`src/rtl/fifo_rd_unpacker.sv`:
```
// Drains a show-ahead FIFO and splits each wide entry into RATIO narrow beats,
// least-significant slice first, on a valid/ready stream with m_last per entry.
module fifo_rd_unpacker #(
    parameter int FIFO_WIDTH = 256,
    parameter int OUT_WIDTH  = 64
) (
    input  logic                  clk,
    input  logic                  rst_n,
    input  logic                  clr,
    output logic                  fifo_rd_en,
    input  logic [FIFO_WIDTH-1:0] fifo_rd_data,
    input  logic                  fifo_rd_empty,
    output logic                  m_valid,
    input  logic                  m_ready,
    output logic [OUT_WIDTH-1:0]  m_data,
    output logic                  m_last,
    output logic [15:0]           words_done
);

    localparam int RATIO  = FIFO_WIDTH / OUT_WIDTH;
    localparam int BEAT_W = $clog2(RATIO) + 1;

    typedef enum logic {
        IDLE = 1'b0,
        SEND = 1'b1
    } state_t;

    state_t                  state_q, state_n;
    logic [FIFO_WIDTH-1:0]   data_buf_q, data_buf_n;
    logic [BEAT_W-1:0]       beat_q, beat_n;
    logic [15:0]             words_q, words_n;
    logic                    hs;
    logic                    pop;

    // Handshake rule: a beat transfers on a rising edge where m_valid && m_ready;
    // m_valid, once high, stays high with stable m_data/m_last until that transfer
    // (only clr or rst_n can withdraw it).
    assign m_valid    = (state_q == SEND);
    assign m_last     = (state_q == SEND) && (beat_q == BEAT_W'(RATIO - 1));
    assign m_data     = data_buf_q[OUT_WIDTH-1:0];
    assign fifo_rd_en = pop;
    assign words_done = words_q;

    always_comb begin
        hs         = m_valid && m_ready;
        pop        = rst_n && !clr && !fifo_rd_empty &&
                     ((state_q == IDLE) || (hs && m_last));
        state_n    = state_q;
        data_buf_n = data_buf_q;
        beat_n     = beat_q;
        words_n    = words_q;
        if (clr) begin
            state_n = IDLE;
            beat_n  = '0;
        end else begin
            if (hs && m_last) begin
                words_n = words_q + 16'd1;
            end
            // A pop on the last beat reloads the buffer so entries stream with no bubble.
            if (pop) begin
                data_buf_n = fifo_rd_data;
                beat_n     = '0;
                state_n    = SEND;
            end else if (hs && m_last) begin
                state_n = IDLE;
            end else if (hs) begin
                data_buf_n = data_buf_q >> OUT_WIDTH;
                beat_n     = beat_q + BEAT_W'(1);
            end
        end
    end

    always_ff @(posedge clk or negedge rst_n) begin
        if (!rst_n) begin
            state_q    <= IDLE;
            data_buf_q <= '0;
            beat_q     <= '0;
            words_q    <= '0;
        end else begin
            state_q    <= state_n;
            data_buf_q <= data_buf_n;
            beat_q     <= beat_n;
            words_q    <= words_n;
        end
    end

endmodule

```
`config.mk`:
```
export PLATFORM = sky130hd
export DESIGN_NAME = fifo_rd_unpacker
export DESIGN_NICKNAME = d
export VERILOG_FILES = /design/src/rtl/fifo_rd_unpacker.sv
export SDC_FILE = /design/constraint.sdc
export NUM_CORES = 1
export LEC_CHECK = 0
export ABC_CLOCK_PERIOD_IN_PS = 5800
export BUFFER_PORTS_ARGS = -buffer_cell sky130_fd_sc_hd__buf_2
export CORE_ASPECT_RATIO = 0.75
export CORE_MARGIN = 3
export CORE_UTILIZATION = 30
export CTS_CLUSTER_DIAMETER = 30
export DETAILED_ROUTE_END_ITERATION = 8
export MAX_ROUTING_LAYER = met4
export SLEW_MARGIN = 20
export SYNTH_ARGS = -nofsm -noshare
export SYNTH_HDL_FRONTEND = slang
export SYNTH_SLANG_ARGS = --single-unit
```
`constraint.sdc`:
```
create_clock -name clk -period 5.8 [get_ports clk]
set_clock_uncertainty 0.05 [all_clocks]
set_input_delay 1.16 -clock clk [delete_from_list [all_inputs] [get_ports clk]]
set_output_delay 1.16 -clock clk [all_outputs]
set_load 0.005 [all_outputs]
```
==> flow_results.org, run 1 <==
** Hold path
- Kind of path behind the tightest hold check :: reg2reg
- Min-Delay Startpoint :: words_done[15]
- Along the worst hold path, the cell count comes to 1.
- Worst Hold End :: words_done[15]

** Setup path
- By startpoint and endpoint, the worst setup path is classified as in2out.
- Flop2flop setup slack :: 2.53 ns
- In this run the critical register-to-register path is captured at data_buf_q[168].
- STA classifies the critical path startpoint as a primary input.
- The worst setup path is captured at an output pin.
- In this run the worst setup path begins at rst_n.
- Maximum net fanout on the critical path :: 79
- The number of cells on the worst reg-to-reg path is 8.
- At the worst endpoint, the arrival time is 2.80 ns.
- In this run the critical register-to-register path is launched from beat_q[0].
- Required time of the critical path :: 4.59 ns

** Floorplan
- Vertical extent of the die :: 184 µm
- Row Count :: 64
- Die X-Extent :: 243 µm
- DIE AREA :: 44700 µm²
- Area inside the core boundary :: 41200 µm²
- Once the floorplan was initialized, standard cells occupied 30.7% of the core.
- 344 I/O pins were placed.

** Pwr
- Net switching is 26.3% of the power.
- In this run the power density over the cells is 417 nW/µm².
- Maximum resistive drop on vdd :: 203 µV
- Clock group share of total power :: 50.4%
- Combinational logic burns 12.5% of the power.
- Cell internal pwr :: 5000 µW
- The analysis attributes to cell leakage a power of 0.00818 µW.
- Switching power :: 1790 µW
- Of the total power, registers draw 37.1%.

** Logic synthesis
- The cell count after synthesis came out at 1338.
- When the netlist entered floorplanning its net count stood at 1602.
- Count of distinct cell types in the synthesized netlist :: 36
- Counting flops with a built-in enable in the synthesized netlist gives 0.
- In the synthesized netlist the dominant register cell turns out to be sky130_fd_sc_hd__dfrtp_1.
- Ranked by total cell area, the synthesized netlist is headed by sky130_fd_sc_hd__dfrtp_1 (55%), sky130_fd_sc_hd__nand2_1 (8.3%), sky130_fd_sc_hd__a21oi_2 (7.6%).
- Post-synth top area share :: 54.6%
- The Yosys step of the flow raised 0 warnings.
- After synthesis, flip-flops and latches occupy 54.6% of the total area.
- Of all flip-flops after synthesis, the portion carrying an async set or reset was 100%.
- Post-synthesis register bit count :: 276
- Yosys instantiated no cell more often than sky130_fd_sc_hd__nand2_1.
- Area leader, netlist :: sky130_fd_sc_hd__dfrtp_1
- Post-synthesis instance area :: 12700 µm²
- Synthesized area per cell :: 9.46 µm²
- Counting instances in the post-synthesis netlist gives the leading cell types as sky130_fd_sc_hd__nand2_1 (281), sky130_fd_sc_hd__dfrtp_1 (276), sky130_fd_sc_hd__inv_1 (122), sky130_fd_sc_hd__o22ai_1 (119), sky130_fd_sc_hd__a21oi_2 (110).

** Clock tree
- TritonCTS clock tree :: built
- TritonCTS created 56 clock buffers.
- Hold repair after CTS inserted 0 buffers.
- After clock tree synthesis, the clock-pin slew on the worst setup and hold paths is 0.05 ns.
- Postcts setup bufs :: 0
- Clock latency on the worst-skew pair, taken at its later pin, is 0.57 ns.
- The root buffer cell chosen for the clock tree is sky130_fd_sc_hd__clkbuf_16.
- Maximum buffer depth of the clock tree :: 3
- For this design, the sink count on the clock tree is 276.
- Depth of the CTS H-tree :: 2
- Post-CTS Resized :: 0

** Timing
- Setup total negative slack on the finished layout was measured at 0 ns.
- The routed design could run at a clock period as short as 4.01 ns.
- Final-layout worst hold slack :: 0.422 ns
- Setup repair after global routing missed its margin :: false
- Final setup fails :: 0
- Least-Margin Pin Slew :: 1.11 ns
- The final count of hold timing violations came to 0.
- Achievable Freq :: 250 MHz
- The worst path uses 69.1% of the clock period.
- Relative slew margins :: 26.2%
- PnR worst setup slack :: 1.79 ns
- Max-slew violations :: 0

** Place
- Cell area after placement :: 14200 µm²
- Post-placement setup slack :: 1.75 ns
- Final estimated routing congestion in global placement :: 0.785
- The count of buffers added on input and output ports is 343.
- The wire-length estimate of the detail-placed layout is 24.0 mm.

** Routing
- Detailed-routing iteration count for the pre-antenna-repair pass :: 5
- Number of vias after detailed routing :: 10341
- Initial DRC count :: 560
- Vias/cell :: 4.67
- In this run the remaining antenna-violating nets after routing total 0.
- Count of unresolved DRC violations after routing :: 0
- Average detailed-routed wire length per instance :: 16.5 µm
- For this block, the routed nets add up to 36.5 mm of wire.

** Global routing
- The number of antenna violations at the first check in global routing came to 15.
- Wire length of the first global-routing pass :: 57.4 mm
- Maximum number of pins on one net before global-route repair :: 120
- Global routing consumed, over all layers together, 16.4% of the routing resources.
- Total congestion overflow :: 0
- Number of global-route vias before repair :: 10513

** Cells and area
- The finished cells cover 16300 µm².
- Final layout net count :: 1858
- Fraction of layout cells with a size suffix above 1 :: 35.1%
- Layout Area Growth over Synthesis :: 28.7%

** Job
- Max-cap violations in this run came to 0.

** Run status
- Outcome :: finished, final reports clean
cells in the final DEF, fill, tap and decap left out, drive strengths merged, types with 3 or more instances in the layout:
| cell type | instances |
|---|---|
| and4 | 3 |
| bufinv | 9 |
| nand4 | 5 |
| clkbuf | 66 |
| clkinv | 13 |
| xnor2 | 11 |
| nand2 | 281 |
| nand3 | 66 |
| clkinvlp | 7 |
| ha | 3 |
| nand2b | 3 |
| xor2 | 4 |
| a21oi | 120 |
| buf | 356 |
| nor2 | 78 |
| a31oi | 73 |
| o22ai | 119 |
| inv | 132 |
| dfrtp | 276 |
| diode | 13 |
worst max path at each step:
stage | end | slack, ns | depth (start not counted)
2_1_floorplan | fifo_rd_en | 2.64 | 5
3_3_place_gp | fifo_rd_en | 1.78 | 5
3_5_place_dp | fifo_rd_en | 1.75 | 5
4_1_cts | fifo_rd_en | 1.74 | 5
5_1_grt | fifo_rd_en | 1.61 | 5
6_report | fifo_rd_en | 1.79 | 5
flip-flops by register name, indices dropped and copies added (netlist names):
register,count
words_done,16
m_valid,1
beat_q,3
data_buf_q,256
worst max-delay path, cell delays in order:
cell	delay (ns)
sky130_fd_sc_hd__buf_8	0.44
sky130_fd_sc_hd__nand2b_1	0.16
sky130_fd_sc_hd__or3_4	0.66
sky130_fd_sc_hd__inv_2	0.20
sky130_fd_sc_hd__buf_2	0.14
layout make-up:
cell class	instances	area [µm²]
clock buffer	66	1530
inverter	123	462
antenna	13	32.5
tap	561	702
multi-input combinational	781	4290
fill	4108	25000
sequential	276	6910
timing repair buffer	356	1850
clock inverter	38	512
routing by layer:
metal  share of wire (%)  track usage [%]
met5                   0                -
met4                 2.0             4.30
met3                 7.3             4.94
met2                  47             25.6
met1                  43             20.8
per-stage QoR:
| step | cells | total power [µW] | util, % |
|---|---|---|---|
| floorplan | 1338 | 3160 | - |
| global placement | 2097 | 3370 | 34.5 |
| detailed placement | 2097 | 3410 | 34.5 |
| CTS | 2201 | 6880 | 39.4 |
| global route | 2212 | 7130 | 39.5 |
| finish | 2214 | 6790 | 39.5 |
cells by family (layout without fill, tap and decap cells):
| family | after synthesis | count (layout) | share of synthesized area, % |
|---|---|---|---|
| multiplexers | 1 | 1 | 0.0890 |
| flip-flops | 276 | 276 | 54.6 |
| other | 0 | 13 | 0 |
| AO/OA/AOI/OAI | 316 | 316 | 17.7 |
| AND/OR/NAND/NOR | 446 | 446 | 14.6 |
| adder cells (fa/ha/maj) | 3 | 3 | 0.297 |
| XOR/XNOR | 15 | 15 | 1.04 |
| buffers and inverters | 281 | 583 | 11.6 |
power groups by stage:
stage / Sequential, µW / Combinational [µW] / Clock (µW)
floorplan: 2480 / 678 / 0
global placement: 2540 / 834 / 0
detailed placement: 2550 / 857 / 0
CTS: 2530 / 865 / 3490
global route: 2570 / 964 / 3600
finish: 2520 / 846 / 3420
Note: power is estimated with default switching activity, not from simulation.
==> inputs of run 2 (changes only) <==
--- a/config.mk
+++ b/config.mk
@@ -5,7 +5,7 @@
 export SDC_FILE = /design/constraint.sdc
 export NUM_CORES = 1
 export LEC_CHECK = 0
-export ABC_CLOCK_PERIOD_IN_PS = 5800
+export ABC_CLOCK_PERIOD_IN_PS = 3720
 export BUFFER_PORTS_ARGS = -buffer_cell sky130_fd_sc_hd__buf_2
 export CORE_ASPECT_RATIO = 0.75
 export CORE_MARGIN = 3
==> constraint.sdc (replaced) <==
create_clock -name clk -period 3.72 [get_ports clk]
set_clock_uncertainty 0.05 [all_clocks]
set_input_delay 0.744 -clock clk [delete_from_list [all_inputs] [get_ports clk]]
set_output_delay 0.744 -clock clk [all_outputs]
set_load 0.005 [all_outputs]
==> run 2 against run 1 <==
Register-to-register slack got worse by 1.6 ns. Routed wire length increased by 0.47%. Die area unchanged. Sequential cell count unchanged. Clock power increased by 62%. First-iteration DRC count decreased by 0.71%. Via count increased by 0.66%. Combinational power increased by 57%. Final cell count increased by 0.59%. Final area increased by 1.1%. Critical path depth increased by 1. Largest power group unchanged. Highest routed layer unchanged.
==> flow_results.org, run 2 (same netlist as run 1, synthesis figures left out) <==
** Clock tree
- The post-cts sizing count is 0 (unchanged).
- Depth of the CTS H-tree :: 2 (unchanged)
- Clock buffer count from CTS :: 60 (was 56)
- CTS root buf :: sky130_fd_sc_hd__clkbuf_16 (unchanged)
- Number of buffers inserted for hold repair after clock tree synthesis :: 0 (unchanged)
- Maximum buffer depth of the clock tree :: 3 (unchanged)
- TritonCTS Sinks :: 276 (unchanged)
- Post-CTS clock slew at the launch and capture registers of the worst setup and hold paths :: 0.05 ns (about the same)
- The CTS tree is built (unchanged).
- The buffers inserted during post-CTS setup optimization came to 0 (unchanged).
- Source-to-sink clock delay at the later pin of the worst-skew pair :: 0.57 ns (about the same)

** Run status
- Outcome :: finished, final reports clean (unchanged)

** Timing
- Of the available clock period, the critical path in the final layout requires 85.2%.
- Sum of negative setup slack :: 0 ns (unchanged)
- The final count of hold timing violations came to 0 (unchanged).
- Max-slew violations :: 0 (unchanged)
- The final worst hold slack is 0.251 ns (was 0.422 ns).
- The worst max-slew margin expressed relative to the limit was 33.3% (was 26.2%).
- Setup repair after global routing missed its margin: false (unchanged).
- Final setup fails :: 0 (unchanged)
- Achievable Freq :: 315 MHz
- Final critical path time including I/O delays and setup :: 3.17 ns
- The worst-margin pin slew is 1.00 ns (was 1.11 ns).

** Setup path
- CP delay by family, top :: adder cells (was simple AND/OR/NAND/NOR gates)
- The critical path's slowest cell is sky130_fd_sc_hd__or3_4 (unchanged).
- In this design, the critical path's most frequently occurring cell is sky130_fd_sc_hd__ha_1.
- Worst endpoint data arrival time :: 2.38 ns (was 2.80 ns)
- The top fanout value on the critical path came to 15 (was 79).
- List of cells traversed by the critical path: ha_1 > ha_1 > a21boi_1 > or3_4 > inv_2 > buf_2 (was buf_8 > nand2b_1 > or3_4 > inv_2 > buf_2).
- The critical path's largest stage delay is 0.43 ns (was 0.66 ns).
- CP Capture Type :: output pin (unchanged)
- The data required time at the worst endpoint came to 2.93 ns (was 4.59 ns).
- The startpoint class of the critical path is a register (was primary input).
- Worst Path Class, Setup :: reg2out (was in2out)
- Buffer and inverter count on the worst path :: 2 (was 3)

** Pwr
- Switching power :: 2800 µW (was 1790 µW)
- Clock group share of total power :: 51.2% (was 50.4%)
- Static leakage :: 0.00828 µW (was 0.00818 µW)
- Maximum resistive drop on vdd :: 323 µV (was 203 µV)
- Fraction of power consumed by combinational cells :: 12.3% (was 12.5%)
- Switch share :: 25.9% (was 26.3%)
- Cell internal pwr :: 8000 µW (was 5000 µW)
- Power Density :: 656 nW/µm² (was 417 nW/µm²)
- The sequential share of power was 36.5% (was 37.1%).

** Routing
- Vias/cell :: 4.67 (about the same)
- Number of vias after detailed routing :: 10409 (was 10341)
- The final wirelength is 36.7 mm (was 36.5 mm).
- The count of antenna-violating nets left after detailed routing is 0 (unchanged).
- Average detailed-routed wire length per instance :: 16.5 µm (about the same)
- The DRC violation total after the first TritonRoute iteration came to 556 (was 560).
- The residual DRC count came to 0 (unchanged).
- The number of detailed-routing iterations run before antenna repair was 4 (was 5).

** Cells and area
- The leading cell type in the layout, fill and taps excluded is sky130_fd_sc_hd__buf_2 (unchanged).
- Layout Area Growth over Synthesis :: 30.1% (was 28.7%)
- Number of flip-flops under the largest register name :: 256 (unchanged)
- Top library cells by usage in the layout, fill and taps aside :: sky130_fd_sc_hd__buf_2 (342), sky130_fd_sc_hd__nand2_1 (281), sky130_fd_sc_hd__dfrtp_1 (276), sky130_fd_sc_hd__inv_1 (122), sky130_fd_sc_hd__o22ai_1 (119) (unchanged)
- The register with the highest flop count was data_buf_q (unchanged).
- The net count reported at finish was 1866 (was 1858).
- Fraction of layout cells with a size suffix above 1 :: 35.3% (was 35.1%)

** Global routing
- The aggregate global routing overflow was 0 (unchanged).
- Maximum number of pins on one net before global-route repair :: 160 (was 120)
- GRT Overall Usage :: 16.4% (about the same)
- The number of antenna violations at the first check in global routing came to 17 (was 15).
- The global-route wire length before repair came to 57.7 mm (was 57.4 mm).
- Number of global-route vias before repair :: 10516 (was 10513)

** Floorplan
- Die X-Extent :: 243 µm (unchanged)
- The floorplan die area came to 44700 µm² (unchanged).
- The total core area came to 41200 µm² (unchanged).
- The total I/O pin count is 344 (unchanged).
- The initial core utilization is 30.7% (unchanged).
- The number of rows in the core area is 64 (unchanged).
- The floorplan die height is 184 µm (unchanged).

** Place
- Final estimated routing congestion in global placement :: 0.828 (was 0.785)
- The detailed placer's ending HPWL was 24.6 mm (was 24.0 mm).
- Buffers added on ports :: 343 (unchanged)

** Job
- The max-cap violation count came to 0 (unchanged).

** Hold path
- The class of the worst hold path was in2async (was reg2reg).
==> run 2: cell types whose count changed in the layout (fill, tap and decap cells not counted), sizes merged <==
| cell | delta |
|---|---|
| buf | +4 |
| bufinv | +1 |
| clkbuf | +5 |
| clkinv | +5 |
| clkinvlp | -2 |
| diode | +1 |
| inv | -1 |
==> run 2: routing by layer <==
metal	track usage (%)	part of all wire, %
met5	-	0
met4	4.28	1.9
met3	5.44	7.6
met2	26.0	47
met1	20.4	43
==> run 2: area by class of cell <==
class	instances	area [µm²]
repair buffers	360	1930
multi-input cells	781	4290
clock buffers	71	1600
fillers	4113	24800
clock inverters	41	539
diodes	14	35.0
flip-flops and latches	276	6910
well taps	561	702
inverters	123	462
==> run 2: path summary, 6_finish.rpt <==
check	start	endpoint	slack, ns	cells after the start
worst max register to register	beat_q[0]	data_buf_q[105]	0.94	6
max in group asynchronous	rst_n	data_buf_q[53]	1.93	3
worst min register to register	words_done[15]	words_done[15]	0.41	1
min in group clk	fifo_rd_data[236]	data_buf_q[236]	0.31	3
worst min-delay path	rst_n	data_buf_q[8]	0.25	2
worst max-delay path	beat_q[0]	fifo_rd_en	0.55	6
==> run 2: worst reg2reg max path: cells and delay by family (launching register included) <==
kind | cells | cell delay (ns)
buffers and inverters | 1 | 0.34
AND/OR/NAND/NOR | 1 | 0.88
adder cells (fa/ha/maj) | 2 | 0.48
flip-flops | 1 | 0.38
AO/OA/AOI/OAI | 2 | 0.51
==> run 2: metrics by stage <==
stage / power (µW) / instances / utilization [%] / instance area (µm²) / setup slack [ns]
2_1_floorplan: 4920 / 1338 / - / 12700 / 1.40
3_3_place_gp: 5280 / 2101 / 34.6 / 14300 / 0.960
3_5_place_dp: 5330 / 2101 / 34.6 / 14300 / 0.963
4_1_cts: 11000 / 2213 / 39.8 / 16400 / 0.514
5_1_grt: 11400 / 2225 / 39.9 / 16500 / 0.394
6_report: 10800 / 2227 / 39.9 / 16500 / 0.549
==> run 2: power by group through the flow <==
stage,combinational [µW],sequential [µW],clock [µW]
2_1_floorplan,1060,3860,0
3_3_place_gp,1310,3980,0
3_5_place_dp,1340,3990,0
4_1_cts,1350,3950,5670
5_1_grt,1500,4020,5840
6_report,1330,3940,5530
==> inputs of run 3 (changes only) <==
==> constraint.sdc (replaced) <==
create_clock -name clk -period 3.72 [get_ports clk]
set_clock_uncertainty 0.05 [all_clocks]
set_input_delay 0.744 -clock clk [delete_from_list [all_inputs] [get_ports clk]]
set_output_delay 0.744 -clock clk [all_outputs]
set_load 0.05 [all_outputs]
==> run 3 against run 2 <==
Sequential power about the same. Final cell count decreased by 0.49%. Fmax decreased by 1.5%. Register-to-register slack got worse by 0.09 ns. Clock power decreased by 8.0%. Hold slack improved by 0.061 ns. Setup slack got worse by 0.049 ns. Core utilization decreased by 0.52 points. Combinational power increased by 42%. Critical path type unchanged.
==> flow_results.org, run 3 (same netlist as run 1, synthesis figures left out) <==
** Run status
- Outcome: finished, final reports clean (unchanged).

** Place
- Cell area after placement :: 14300 µm² (about the same)
- The detailed placer's ending HPWL came to 24.2 mm (was 24.6 mm).
- The number of I/O port buffers is 343 (unchanged).
- DP Cell Count :: 2102 (was 2101)
- The last weighted congestion value of the routability-driven placer came to 0.798 (was 0.828).

** Routing
- The number of detailed-routing iterations run before antenna repair came to 4 (unchanged).
- Vias/cell :: 4.64 (was 4.67)
- The count of antenna-violating nets left after detailed routing was 0 (unchanged).
- Initial DRC count :: 633 (was 556)
- The residual DRC count is 0 (unchanged).
- The routed length per instance was 16.4 µm (was 16.5 µm).
- The total vias in the final route came to 10293 (was 10409).
- The final wirelength is 36.4 mm (was 36.7 mm).

** Pwr
- Power Density :: 671 nW/µm² (was 656 nW/µm²)
- Clock group share of total power :: 46.7% (was 51.2%)
- The net switching power figure came to 3200 µW (was 2800 µW).
- The total design power is 10900 µW (was 10800 µW).
- The sequential share of power is 36.0% (was 36.5%).
- The internal power component is 7710 µW (was 8000 µW).
- Switch share :: 29.3% (was 25.9%)
- Fraction of power consumed by combinational cells :: 17.3% (was 12.3%)
- Maximum resistive drop on vdd :: 377 µV (was 323 µV)
- The leakage power summed over all cells was 0.00817 µW (was 0.00828 µW).

** Global routing
- The via count of the first global-routing pass came to 10521 (was 10516).
- The largest net degree at the start of global routing is 154 (was 160).
- Wire length of the first global-routing pass :: 57.2 mm (was 57.7 mm)
- The aggregate global routing overflow came to 0 (unchanged).
- The number of antenna violations at the first check in global routing came to 15 (was 17).
- The overall fraction of global-route tracks in use is 16.3% (was 16.4%).

** Clock tree
- The post-cts sizing count was 0 (unchanged).
- TritonCTS clock tree :: built (unchanged)
- The number of clock sinks is 276 (unchanged).
- The clock latency of the later-clocked register in the worst-skew pair was 0.55 ns (was 0.57 ns).
- The clock slew seen by the registers of the worst setup and hold paths is 0.05 ns (about the same).
- CTS root buf :: sky130_fd_sc_hd__clkbuf_16 (unchanged)
- The buffers inserted during post-CTS setup optimization came to 0 (unchanged).
- Maximum buffer depth of the clock tree :: 3 (unchanged)
- The number of buffers inserted for hold repair after clock tree synthesis was 0 (unchanged).
- The level count of the clock H-tree was 2 (unchanged).
- Clock buffer count from CTS :: 53 (was 60)

** Timing
- The post-route fraction of the period consumed by the critical path came to 86.5% (was 85.2%).
- Relative slew margins :: 36.8% (was 33.3%)
- Final setup fails :: 0 (unchanged)
- Max-slew violations :: 0 (unchanged)
- Least-Margin Pin Slew :: 0.948 ns (was 1.00 ns)
- Final critical path time including I/O delays and setup :: 3.22 ns (was 3.17 ns)
- The final count of hold timing violations is 0 (unchanged).
- Sum of negative setup slack :: 0 ns (unchanged)
- The timing-limited maximum frequency came to 311 MHz (was 315 MHz).
- Setup repair after global routing missed its margin: false (unchanged).

** Cells and area
- Top register by number of flip-flops :: data_buf_q (unchanged)
- Layout Area Growth over Synthesis :: 28.4% (was 30.1%)
- Final layout net count :: 1860 (was 1866)
- The share of final-layout standard cells stronger than drive strength 1 came to 34.6% (was 35.3%).
- Final design area excluding fillers :: 16200 µm² (was 16500 µm²)
- Most common library cell in the layout ignoring fill and taps :: sky130_fd_sc_hd__buf_2 (unchanged)
- The final cell count without fillers came to 2216 (was 2227).
- Final-layout fill cell count :: 4120 (was 4113)
- Top library cells by usage in the layout, fill and taps aside :: sky130_fd_sc_hd__buf_2 (342), sky130_fd_sc_hd__nand2_1 (281), sky130_fd_sc_hd__dfrtp_1 (276), sky130_fd_sc_hd__inv_1 (122), sky130_fd_sc_hd__o22ai_1 (119) (unchanged)
- Number of flip-flops under the largest register name :: 256 (unchanged)

** Floorplan
- Area inside the core boundary :: 41200 µm² (unchanged)
- The total I/O pin count came to 344 (unchanged).
- Vertical extent of the die :: 184 µm (unchanged)
- DIE AREA :: 44700 µm² (unchanged)
- The horizontal extent of the die is 243 µm (unchanged).
- Row Count :: 64 (unchanged)
- The initial core utilization is 30.7% (unchanged).

** Setup path
- The startpoint class of the critical path is a register (unchanged).
- CP Capture Type :: output pin (unchanged)
- The critical path data arrival time came to 2.43 ns (was 2.38 ns).
- Maximum net fanout on the critical path :: 15 (unchanged)
- Required time of the critical path :: 2.93 ns (about the same)
- Worst Path Class, Setup :: reg2out (unchanged)

** Hold path
- The class of the worst hold path is in2async (unchanged).

** Job
- Max-Cap Viols :: 0 (unchanged)
## run 3: cell count changes in the layout (fill, tap and decap cells not counted), sizes merged
cell / change
clkinv: -5
clkbuf: -2
buf: +1
inv: -6
diode: +1
## run 3: per-layer routing
metal / global-route usage, % / routed length [µm] / vias up
li1: - / - / 4987
met1: 20.4 / 15800 / 4951
met2: 26.0 / 17300 / 289
met3: 5.13 / 2670 / 66
met4: 3.63 / 640 / 0
met5: - / 0 / -
## run 3: path summary, 6_finish.rpt
check / from / to / slack [ns] / cells past startpoint
max: beat_q[0] / fifo_rd_en / 0.50 / 6
min: rst_n / m_valid / 0.31 / 2
max reg2reg: beat_q[0] / data_buf_q[123] / 0.85 / 8
min reg2reg: words_done[15] / words_done[15] / 0.41 / 1
max in group asynchronous: rst_n / data_buf_q[223] / 1.90 / 3
min in group clk: fifo_rd_data[245] / data_buf_q[245] / 0.34 / 3
## run 3: final cells by class
class                           count  area, µm²  share of cell area [%]
Timing Repair Buffer              361       1940                    11.9
Tap cell                          561        702                    4.32
Clock buffer                       69       1480                    9.09
Multi-Input combinational cell    781       4290                    26.4
Sequential cell                   276       6910                    42.5
Inverter                          123        462                    2.84
Clock inverter                     30        439                    2.70
Antenna cell                       15       37.5                   0.231
## run 3: power groups by stage
stage,Clock [µW],Sequential (µW),Combinational [µW]
global route,5370,4010,2070
detailed placement,0,3970,1900
floorplan,0,3870,1630
CTS,5210,3930,1920
finish,5090,3930,1890
global placement,0,3960,1870
## run 3: metrics by stage
| stage | hold WS, ns | util, % | setup WS (ns) |
|---|---|---|---|
| 2_1_floorplan | 0.398 | - | 1.25 |
| 3_3_place_gp | 0.410 | 34.7 | 0.975 |
| 3_5_place_dp | 0.408 | 34.7 | 0.907 |
| 4_1_cts | 0.299 | 39.3 | 0.449 |
| 5_1_grt | 0.314 | 39.4 | 0.371 |
| 6_report | 0.312 | 39.4 | 0.501 |
## run 3: critical path: stages (launching register included)
cell and delay (ns):
sky130_fd_sc_hd__dfrtp_1 0.35, sky130_fd_sc_hd__ha_1 0.15, sky130_fd_sc_hd__ha_1 0.30, sky130_fd_sc_hd__a21boi_1 0.14, sky130_fd_sc_hd__or3_4 0.50, sky130_fd_sc_hd__inv_2 0.15
sky130_fd_sc_hd__buf_2 0.28
